**config.mk**
```make
export PLATFORM = sky130hd
export DESIGN_NAME = mem_burst_arbiter
export DESIGN_NICKNAME = d
export VERILOG_FILES = /design/src/rtl/vid_mem_pkg.sv /design/src/rtl/mem_burst_arbiter_rr_pick.sv /design/src/rtl/mem_burst_arbiter.sv
export SDC_FILE = /design/constraint.sdc
export NUM_CORES = 1
export LEC_CHECK = 0
export ABC_AREA = 1
export CAP_MARGIN = 20
export CELL_PAD_IN_SITES_DETAIL_PLACEMENT = 0
export CELL_PAD_IN_SITES_GLOBAL_PLACEMENT = 1
export CORE_AREA = 2 2 352 354
export CTS_CLUSTER_SIZE = 16
export DETAILED_ROUTE_END_ITERATION = 7
export DIE_AREA = 0 0 354 356
export MAX_ROUTING_LAYER = met4
export PLACE_DENSITY = 0.45
export SLEW_MARGIN = 25
export SYNTH_ARGS = -nofsm -noshare
export SYNTH_HDL_FRONTEND = slang
export SYNTH_HIERARCHICAL = 1
export SYNTH_SLANG_ARGS = --single-unit
```
**constraint.sdc**
```tcl
create_clock -name mem_clk -period 3.15 [get_ports mem_clk]
set_input_delay 0.7875 -clock mem_clk [delete_from_list [all_inputs] [get_ports mem_clk]]
set_output_delay 0.7875 -clock mem_clk [all_outputs]
set_load 0.1 [all_outputs]
```
**src/rtl/vid_mem_pkg.sv**
```systemverilog
// Shared types and helpers for the memory burst arbiter: FSM states and the
// round-robin winner search used by rr_pick.
package vid_mem_pkg;

  localparam int LEN_BITS_DEF = 10;

  typedef enum logic [1:0] {
    IDLE    = 2'd0,
    RD_BUSY = 2'd1,
    WR_BUSY = 2'd2,
    GAP     = 2'd3
  } arb_state_e;

  // First set bit at or after ptr, wrapping inside n ports; returns ptr when none is set.
  function automatic logic [2:0] next_rr(input logic [7:0] req_vec, input logic [2:0] ptr,
                                         input int n);
    logic [2:0] win;
    logic [2:0] idx3;
    int         idx;
    win = ptr;
    for (int k = 7; k >= 0; k--) begin
      if (k < n) begin
        idx  = (int'(ptr) + k) % n;
        idx3 = idx[2:0];
        if (req_vec[idx3]) win = idx3;
      end
    end
    return win;
  endfunction

endpackage

```
**src/rtl/mem_burst_arbiter_rr_pick.sv**
```systemverilog
// Combinational round-robin picker: request vector and start pointer in,
// winning index and a found flag out.
module rr_pick
  import vid_mem_pkg::*;
#(
  parameter int N_PORTS = 4
) (
  input  logic [N_PORTS-1:0] req_i,
  input  logic [2:0]         ptr_i,
  output logic [2:0]         idx_o,
  output logic               found_o
);

  logic [7:0] req_ext;

  always_comb begin
    req_ext = '0;
    req_ext[N_PORTS-1:0] = req_i;
  end

  assign idx_o   = next_rr(req_ext, ptr_i, N_PORTS);
  assign found_o = |req_i;

endmodule

```
**src/rtl/mem_burst_arbiter.sv**
```systemverilog
// Round-robin arbiter sharing one memory-controller burst port between N_PORTS masters.
// Optional burst watchdog enabled by defining ARB_WDOG_EN.
module mem_burst_arbiter
  import vid_mem_pkg::*;
#(
  parameter int N_PORTS       = 4,
  parameter int MEM_DATA_BITS = 64,
  parameter int ADDR_BITS     = 32,
  parameter int LEN_BITS      = LEN_BITS_DEF,
  parameter int WDOG_CYCLES   = 4096
) (
  input  logic                               mem_clk,
  input  logic                               rst,
  input  logic [N_PORTS-1:0]                 m_rd_req,
  input  logic [N_PORTS-1:0]                 m_wr_req,
  input  logic [N_PORTS*LEN_BITS-1:0]        m_rd_len,
  input  logic [N_PORTS*LEN_BITS-1:0]        m_wr_len,
  input  logic [N_PORTS*ADDR_BITS-1:0]       m_rd_addr,
  input  logic [N_PORTS*ADDR_BITS-1:0]       m_wr_addr,
  input  logic [N_PORTS*MEM_DATA_BITS-1:0]   m_wr_data,
  output logic [MEM_DATA_BITS-1:0]           m_rd_data,
  output logic [N_PORTS-1:0]                 m_rd_valid,
  output logic [N_PORTS-1:0]                 m_wr_dreq,
  output logic [N_PORTS-1:0]                 m_rd_fin,
  output logic [N_PORTS-1:0]                 m_wr_fin,
  output logic                               rd_burst_req,
  output logic                               wr_burst_req,
  output logic [LEN_BITS-1:0]                rd_burst_len,
  output logic [LEN_BITS-1:0]                wr_burst_len,
  output logic [ADDR_BITS-1:0]               rd_burst_addr,
  output logic [ADDR_BITS-1:0]               wr_burst_addr,
  output logic [MEM_DATA_BITS-1:0]           wr_burst_data,
  input  logic                               rd_burst_data_valid,
  input  logic                               wr_burst_data_req,
  input  logic                               rd_burst_finish,
  input  logic                               wr_burst_finish,
  input  logic [MEM_DATA_BITS-1:0]           rd_burst_data,
  output logic [2:0]                         grant_id,
  output logic                               busy,
  output logic                               error
);

  localparam logic [2:0]         LAST_PORT = 3'(N_PORTS - 1);
  localparam logic [N_PORTS-1:0] ONE       = {{(N_PORTS-1){1'b0}}, 1'b1};

  arb_state_e               state_q, state_d;
  logic [2:0]               rr_ptr_q, rr_ptr_d;
  logic [2:0]               grant_q, grant_d;
  logic                     rd_req_q, rd_req_d;
  logic                     wr_req_q, wr_req_d;
  logic [LEN_BITS-1:0]      rd_len_q, rd_len_d, wr_len_q, wr_len_d;
  logic [ADDR_BITS-1:0]     rd_addr_q, rd_addr_d, wr_addr_q, wr_addr_d;

  // Per-master slices padded to 8 entries so a 3-bit index is always in range.
  logic [LEN_BITS-1:0]      rd_len_a  [8];
  logic [LEN_BITS-1:0]      wr_len_a  [8];
  logic [ADDR_BITS-1:0]     rd_addr_a [8];
  logic [ADDR_BITS-1:0]     wr_addr_a [8];
  logic [MEM_DATA_BITS-1:0] wr_data_a [8];

  for (genvar g = 0; g < 8; g++) begin : g_slice
    if (g < N_PORTS) begin : g_on
      assign rd_len_a[g]  = m_rd_len[g*LEN_BITS +: LEN_BITS];
      assign wr_len_a[g]  = m_wr_len[g*LEN_BITS +: LEN_BITS];
      assign rd_addr_a[g] = m_rd_addr[g*ADDR_BITS +: ADDR_BITS];
      assign wr_addr_a[g] = m_wr_addr[g*ADDR_BITS +: ADDR_BITS];
      assign wr_data_a[g] = m_wr_data[g*MEM_DATA_BITS +: MEM_DATA_BITS];
    end else begin : g_off
      assign rd_len_a[g]  = '0;
      assign wr_len_a[g]  = '0;
      assign rd_addr_a[g] = '0;
      assign wr_addr_a[g] = '0;
      assign wr_data_a[g] = '0;
    end
  end

  logic [2:0] win_idx, rd_idx;
  logic       win_found, rd_found, win_is_rd;

  rr_pick #(.N_PORTS(N_PORTS)) u_pick_any (
    .req_i(m_rd_req | m_wr_req), .ptr_i(rr_ptr_q), .idx_o(win_idx), .found_o(win_found)
  );

  rr_pick #(.N_PORTS(N_PORTS)) u_pick_rd (
    .req_i(m_rd_req), .ptr_i(rr_ptr_q), .idx_o(rd_idx), .found_o(rd_found)
  );

  // The overall winner gets its read first when it also has a read pending.
  assign win_is_rd = rd_found && (rd_idx == win_idx);

  logic in_rd, in_wr, busy_w, fin_ok, timeout, burst_end;

  assign in_rd     = (state_q == RD_BUSY);
  assign in_wr     = (state_q == WR_BUSY);
  assign busy_w    = in_rd || in_wr;
  assign fin_ok    = (in_rd && rd_burst_finish) || (in_wr && wr_burst_finish);
  assign burst_end = fin_ok || timeout;

`ifdef ARB_WDOG_EN
  logic [31:0] wdog_q, wdog_d;
  logic        err_q, err_d;

  assign timeout = busy_w && (wdog_q == 32'(WDOG_CYCLES - 1));

  always_comb begin
    wdog_d = (busy_w && !burst_end) ? wdog_q + 32'd1 : 32'd0;
    err_d  = err_q | (timeout & ~fin_ok);
  end

  always_ff @(posedge mem_clk) begin
    if (rst) begin
      wdog_q <= '0;
      err_q  <= 1'b0;
    end else begin
      wdog_q <= wdog_d;
      err_q  <= err_d;
    end
  end

  assign error = err_q;
`else
  assign timeout = 1'b0;
  assign error   = 1'b0;
`endif

  always_comb begin
    state_d   = state_q;
    rr_ptr_d  = rr_ptr_q;
    grant_d   = grant_q;
    rd_req_d  = rd_req_q;
    wr_req_d  = wr_req_q;
    rd_len_d  = rd_len_q;
    wr_len_d  = wr_len_q;
    rd_addr_d = rd_addr_q;
    wr_addr_d = wr_addr_q;
    case (state_q)
      IDLE: begin
        if (win_found) begin
          grant_d = win_idx;
          if (win_is_rd) begin
            state_d   = RD_BUSY;
            rd_req_d  = 1'b1;
            rd_len_d  = rd_len_a[win_idx];
            rd_addr_d = rd_addr_a[win_idx];
          end else begin
            state_d   = WR_BUSY;
            wr_req_d  = 1'b1;
            wr_len_d  = wr_len_a[win_idx];
            wr_addr_d = wr_addr_a[win_idx];
          end
        end
      end
      RD_BUSY, WR_BUSY: begin
        if (burst_end) begin
          state_d  = GAP;
          rd_req_d = 1'b0;
          wr_req_d = 1'b0;
          rr_ptr_d = (grant_q == LAST_PORT) ? 3'd0 : grant_q + 3'd1;
        end
      end
      default: state_d = IDLE;
    endcase
  end

  always_ff @(posedge mem_clk) begin
    if (rst) begin
      state_q   <= IDLE;
      rr_ptr_q  <= '0;
      grant_q   <= '0;
      rd_req_q  <= 1'b0;
      wr_req_q  <= 1'b0;
      rd_len_q  <= '0;
      wr_len_q  <= '0;
      rd_addr_q <= '0;
      wr_addr_q <= '0;
    end else begin
      state_q   <= state_d;
      rr_ptr_q  <= rr_ptr_d;
      grant_q   <= grant_d;
      rd_req_q  <= rd_req_d;
      wr_req_q  <= wr_req_d;
      rd_len_q  <= rd_len_d;
      wr_len_q  <= wr_len_d;
      rd_addr_q <= rd_addr_d;
      wr_addr_q <= wr_addr_d;
    end
  end

  // Handshakes reach only the granted master, and never while reset is held.
  logic route_rd, route_wr;
  assign route_rd = !rst && in_rd;
  assign route_wr = !rst && in_wr;

  assign m_rd_valid = (route_rd && rd_burst_data_valid)           ? (ONE << grant_q) : '0;
  assign m_rd_fin   = (route_rd && (rd_burst_finish || timeout))  ? (ONE << grant_q) : '0;
  assign m_wr_dreq  = (route_wr && wr_burst_data_req)             ? (ONE << grant_q) : '0;
  assign m_wr_fin   = (route_wr && (wr_burst_finish || timeout))  ? (ONE << grant_q) : '0;

  assign m_rd_data     = rd_burst_data;
  assign wr_burst_data = in_wr ? wr_data_a[grant_q] : '0;
  assign rd_burst_req  = rd_req_q;
  assign wr_burst_req  = wr_req_q;
  assign rd_burst_len  = rd_len_q;
  assign wr_burst_len  = wr_len_q;
  assign rd_burst_addr = rd_addr_q;
  assign wr_burst_addr = wr_addr_q;
  assign grant_id      = grant_q;
  assign busy          = busy_w;

endmodule

```
==> metrics.yaml, run 1 <==
clock_tree:
  h-tree-depth: 3
  cts_sinks: 94
  clk_path_buf_depth: 2
  cts-buffers-inserted: 9
  clock-root-buffer: "clkbuf_16"
  cts_tree: "yes"
  clk_pin_slew_ns: 0.08
  insertion_delay_ns: 0.43
worst_setup_path:
  start_kind: "input pin"
  cp-end-kind: "flop"
  cp.required_ns: 3.47
  cp.arrival_ns: 3.37
  path_max_fanout: 8
  critPathKind: "in2reg"
die:
  die_y_um: 356
  pin_count: 905
  die_area_um2: 126000
  start_util: 0.0823
  dieWidth_um: 354
  core_um2: 123000
  fp-row-count: 129
logic_synthesis:
  synthSimpleGateAreaFrac: 0.418
  synth_compound_area_frac: 0.226
  synthArstFlopShare: 0
  seq_area_frac_synth: 0.186
  synth_seq_cells: 94
  synthAdderAreaFrac: 0.00992
  synthMuxAreaShare: 0
  ys.flop_type: "dfxtp_1"
  syn_inst: 1978
  avgSynthCellArea_um2: 5.10
  synth-edff-count: 0
  synth.distinct_cells: 27
  synth_xor_xnor_area_share: 0
  ys_warn_count: 6
  syn-num-nets: 2656
  synth_area_um2: 10100
  synth_top_family_by_area: "simple AND/OR/NAND/NOR gates"
outcome:
  status: "complete, no violations"
min_path:
  hold_class: "reg2reg"
layout:
  syn_to_final_growth_pct: 125
  layout-drive-gt1-share: 0.197
  design_area_um2: 22700
  fin_nets: 3431
  utilization: 0.185
placed_design:
  place_hpwl_um: 76800
  port_buffers: 775
  gp_congestion: 0.800
  postPlaceCellArea_um2: 21500
route:
  wirelength_um: 93800
  drt-initial-drc-count: 702
  routedWlPerCell_um: 21.2
  drc_errors: 0
  ant_nets: 0
  routed-via-count: 15300
  avgViaCountPerCell: 3.46
  drt-pass1-iter-count: 4
global_routing:
  grt_usage: 0.142
  grt_start_max_net_pins: 56
  first_global_vias: 15700
  grt-ovfl-total: 0
  antenna_found_initial: 37
  grt_pass1_wl_um: 122000
timing:
  finalSetupViolCount: 0
  fin_crit_ns: 3.05
  fin_worst_skew_ns: 0.0195
  slew_violations: 0
  fin_crit_sh: 0.969
  timing.fmax_mhz: 328
  tightest_slew_ns: 0.771
  final_hold_viol_count: 0
  slew_headroom: 0.486
job:
  max-cap-violations: 0
power:
  power_density_nw_per_um2: 977
  p_leak_uw: 0.00923
  power_uw: 22200
  vdd_drop_max_mv: 0.413
-- cells in the mapped netlist, types with 8 or more instances --
library cell | instances | area share
a21oi_1 | 148 | 0.073
buf_1 | 22 | 0.0082
buf_2 | 37 | 0.018
buf_4 | 73 | 0.054
clkbuf_1 | 70 | 0.026
dfxtp_1 | 94 | 0.19
ha_1 | 8 | 0.0099
inv_1 | 109 | 0.041
inv_2 | 10 | 0.0037
nand2_1 | 290 | 0.11
nand2_2 | 14 | 0.0087
nand3_1 | 24 | 0.012
nor2_1 | 744 | 0.28
o21ai_0 | 293 | 0.15
o21ai_1 | 12 | 0.0060
-- state kept, by name, indices dropped and copies added (netlist names) --
name,cells
grant_id,3
rd_burst_addr,32
rd_burst_len,10
rd_burst_req,1
rr_ptr_q,3
state_q,2
wr_burst_addr,32
wr_burst_len,10
wr_burst_req,1
-- routing by layer --
| metal | part of all wire | routed length, um | GRT usage | vias up |
|---|---|---|---|---|
| met3 | 0.066 | 6170 | 0.0429 | 95 |
| met5 | 0 | 0 | - | - |
| met2 | 0.51 | 48100 | 0.254 | 577 |
| met4 | 0.024 | 2270 | 0.0399 | 0 |
| met1 | 0.40 | 37300 | 0.151 | 6867 |
| li1 | - | - | - | 7742 |
-- power breakdown --
part / internal, uW / switching [uW]
Combinational: 6810 / 12200
Sequential: 1620 / 271
Clock: 571 / 663
-- layout make-up --
| type | count | area (um2) |
|---|---|---|
| antenna | 24 | 60.1 |
| clock buffer | 10 | 239 |
| fill | 14200 | 100000 |
| sequential | 94 | 1890 |
| timing repair inverter | 1 | 8.76 |
| inverter | 122 | 494 |
| clock inverter | 6 | 50.0 |
| multi-input combinational | 1555 | 7250 |
| tap | 1637 | 2050 |
| timing repair buffer | 970 | 10600 |
-- cell families after synthesis --
| logic type | Yosys count |
|---|---|
| adder cells (fa/ha/maj) | 8 |
| flip-flops | 94 |
| buffers and inverters | 329 |
| AO/OA/AOI/OAI | 455 |
| AND/OR/NAND/NOR | 1091 |
| other | 1 |
-- worst max-delay path, stage by stage --
cell and delay, ns:
clkdlybuf4s50_1 0.43, or2_4 0.25, inv_2 0.06, nand2_2 0.07, nand3_2 0.07, nand2_1 0.07
inv_2 0.06, nand2_2 0.04, nand2_2 0.08, nand2_1 0.07, nand2_2 0.11, nand2_8 0.13
buf_12 0.16, clkbuf_16 0.16, buf_4 0.18, nor2_1 0.10, nor2_1 0.05, o21ai_1 0.17
o21ai_1 0.11, nand2_1 0.07, nand2_1 0.05, nand2_1 0.05, nor2_1 0.04
-- path summary, 6_finish.rpt --
kind | start | to | slack, ns | depth (start not counted)
worst max-delay path | m_rd_req[2] | rd_burst_addr[9] | 0.1 | 23
worst min-delay path | rd_burst_addr[6] | rd_burst_addr[6] | 0.48 | 2
worst max register to register | rr_ptr_q[0] | rd_burst_addr[2] | 0.52 | 23
worst min register to register | rd_burst_addr[6] | rd_burst_addr[6] | 0.48 | 2
-- what timing repair did --
item | in CTS | in global routing
resized for setup | 15 | 81
setup endpoints to repair | 12 | 108
endpoints found under the hold margin | 0 | 0
setup buffers | 0 | 22
cloned | 0 | 18
pin swaps | 0 | 20
hold buffers | 0 | 0
-- stage by stage --
stage	worst slack, ns	hold WS, ns	setup TNS, ns	instances
after floorplan	-0.438	0.459	-2.64	1978
after global placement	-0.693	0.478	-36.91	4343
after detailed placement	-0.698	0.483	-36.60	4343
after CTS	0.00145	0.499	0	4359
after global routing	-0.0306	0.519	-0.100	4415
final	0.0989	0.485	0	4419
-- placed cells by master, fill, tap and decap left out, types with 7 or more instances in the layout --
cell type | netlist | routed
nor2_1 | 744 | 732
clkdlybuf4s50_1 | 0 | 601
o21ai_0 | 293 | 276
nand2_1 | 290 | 275
buf_4 | 73 | 220
buf_12 | 0 | 118
inv_1 | 109 | 104
dfxtp_1 | 94 | 90
a21oi_1 | 148 | 69
a21oi_2 | 0 | 60
o21ai_1 | 12 | 28
nand2_2 | 14 | 25
diode_2 | 0 | 24
clkbuf_16 | 0 | 23
nand3_1 | 24 | 19
a21oi_4 | 0 | 19
nor2_2 | 3 | 12
inv_2 | 10 | 10
buf_6 | 5 | 9
ha_1 | 8 | 8
inv_6 | 2 | 7
Note: power is estimated with default switching activity, not from simulation.
==> run 2, diff against run 1 <==
--- a/constraint.sdc
+++ b/constraint.sdc
@@ -3,2 +3,2 @@
 set_output_delay 0.7875 -clock mem_clk [all_outputs]
-set_load 0.1 [all_outputs]
+set_load 0.005 [all_outputs]
==> metrics.yaml, run 2 (synthesized netlist as in run 1, its figures left out) <==
global_routing:
  grt_usage: 0.140  # -0.00141
  grt-ovfl-total: 0  # unchanged
  grt_pass1_wl_um: 122000  # -0.27%
  first_global_vias: 15800  # +1.0%
  grt_start_max_net_pins: 62  # +11%
  antenna_found_initial: 22  # -41%
clock_tree:
  cts-buffers-inserted: 9  # unchanged
  cts_hold_buf: 0  # unchanged
  clk_path_buf_depth: 2  # unchanged
  insertion_delay_ns: 0.40  # -0.03 ns
  clock-root-buffer: "clkbuf_16"
  cts_sinks: 94  # unchanged
  h-tree-depth: 3  # unchanged
  clk_pin_slew_ns: 0.08  # about the same
  cts_tree: "yes"
outcome:
  status: "complete, no violations"
route:
  routedWlPerCell_um: 20.2  # -5.0%
  routed-via-count: 15200  # -0.50%
  ant_nets: 0  # unchanged
  drc_errors: 0  # unchanged
  avgViaCountPerCell: 3.44  # -0.62%
  drt-pass1-iter-count: 5  # +1
  wirelength_um: 89200  # -4.9%
  drt-initial-drc-count: 671  # -4.4%
power:
  power_density_nw_per_um2: 788  # -19%
  vdd_drop_max_mv: 0.352  # -15%
  p_leak_uw: 0.00914  # -1.1%
  power_uw: 17200  # -22%
timing:
  setup_tns_ns: 0  # unchanged
  final_hold_viol_count: 0  # unchanged
  rsz0062_at_grt: "true"
  finalSetupViolCount: 0  # unchanged
  fin_ws_ns: 0.00717  # -0.0917 ns
  fin_worst_skew_ns: 0.0120  # -0.00745 ns
  slew_headroom: 0.670  # +0.184
  timing.fmax_mhz: 318  # -2.9%
  tightest_slew_ns: 0.490  # -0.281 ns
  slew_violations: 0  # unchanged
  fin_crit_ns: 3.14  # +0.0917 ns
  fin_crit_sh: 0.998  # +0.0291
  fin_hold_ws_ns: 0.485  # +0.000623 ns
worst_setup_path:
  rr_worst_depth: 19  # -17%
  path_max_fanout: 1  # -7
  worstReg2RegEnd: "wr_burst_len[9]"
  r2r-start: "rr_ptr_q[1]"
  start_kind: "input pin"
  cp-end-kind: "output pin"
  critPathKind: "in2out"
  cp.arrival_ns: 2.36  # -1.01 ns
  r2r_slack_ns: 0.34  # -0.18 ns
  cp.required_ns: 2.36  # -1.11 ns
job:
  max-cap-violations: 0  # unchanged
die:
  core_um2: 123000  # unchanged
  pin_count: 905  # unchanged
  start_util: 0.0823  # unchanged
  die_y_um: 356  # unchanged
  dieWidth_um: 354  # unchanged
  fp-row-count: 129  # unchanged
  die_area_um2: 126000  # unchanged
min_path:
  hold_class: "reg2reg"
  hold_start: "rd_burst_addr[4]"
  min_delay_path_depth: 2  # unchanged
  hold_end: "rd_burst_addr[4]"
placed_design:
  place_hpwl_um: 72500  # -5.6%
  gp_congestion: 0.818  # +2.3%
  dpl_worst_slack_ns: -0.624  # +0.0740 ns
  port_buffers: 775  # unchanged
layout:
  fin_nets: 3442  # +0.32%
  layout_commonest_cell: "nor2_1"
  layout-drive-gt1-share: 0.120  # -0.0770
  syn_to_final_growth_pct: 117
  fillers: 14100  # -0.21%
  mostFrequentLayoutCells: "nor2_1, clkdlybuf4s50_1, o21ai_0, nand2_1, buf_4"
  utilization: 0.178  # -0.00656
## run 2: area by class of cell
| cell class | instances | area [um2] | share of cell area |
|---|---|---|---|
| clock buffer | 10 | 239 | 0.0109 |
| inverter | 122 | 512 | 0.0234 |
| antenna | 18 | 45.0 | 0.00206 |
| timing repair buffer | 982 | 10100 | 0.464 |
| sequential | 94 | 1890 | 0.0864 |
| tap | 1637 | 2050 | 0.0937 |
| multi-input combinational | 1555 | 6910 | 0.316 |
| clock inverter | 6 | 88.8 | 0.00406 |
## run 2: what timing repair did
| action | CTS | global route |
|---|---|---|
| setup buffers | 28 | 6 |
| gates resized for setup | 127 | 65 |
| setup endpoints to repair | 129 | 131 |
| cloned | 12 | 0 |
| pin swaps | 25 | 41 |
## run 2: critical path: stages
cell and delay, ns:
clkdlybuf4s50_1 0.48, nor2_1 0.05, nor2_1 0.09, o21ai_0 0.09, a21oi_1 0.27, clkdlybuf4s50_1 0.59
## run 2: worst max path at each step
stage	from	to	slack, ns	depth (start not counted)
final	m_wr_data[55]	wr_burst_data[55]	0.007	6
after global routing	grant_id[0]	wr_burst_data[3]	-0.05	8
after CTS	m_rd_req[3]	wr_burst_len[9]	-0.01	24
after detailed placement	m_rd_req[1]	rd_burst_len[9]	-0.62	20
after global placement	m_rd_req[3]	rd_burst_len[9]	-0.70	20
after floorplan	m_wr_req[3]	rd_burst_addr[29]	0.36	18
## run 2: power by group
| part | switching [uW] | total, uW | internal [uW] |
|---|---|---|---|
| clock network | 665 | 1330 | 665 |
| registers | 268 | 1890 | 1620 |
| logic | 7490 | 14000 | 6520 |
## run 2: routing by layer
metal | GRT usage | up-vias | routed length, um
met5 | - | - | 0
met4 | 0.0626 | 0 | 3290
met3 | 0.0398 | 85 | 6390
met2 | 0.237 | 561 | 43900
met1 | 0.154 | 6805 | 35600
li1 | - | 7753 | -
## run 2: metrics by stage
step                std cells  instance area, um2
CTS                      4401               21600
global route             4422               21900
floorplan                1978               10100
detailed placement       4345               20400
global placement         4345               20400
finish                   4424               21900
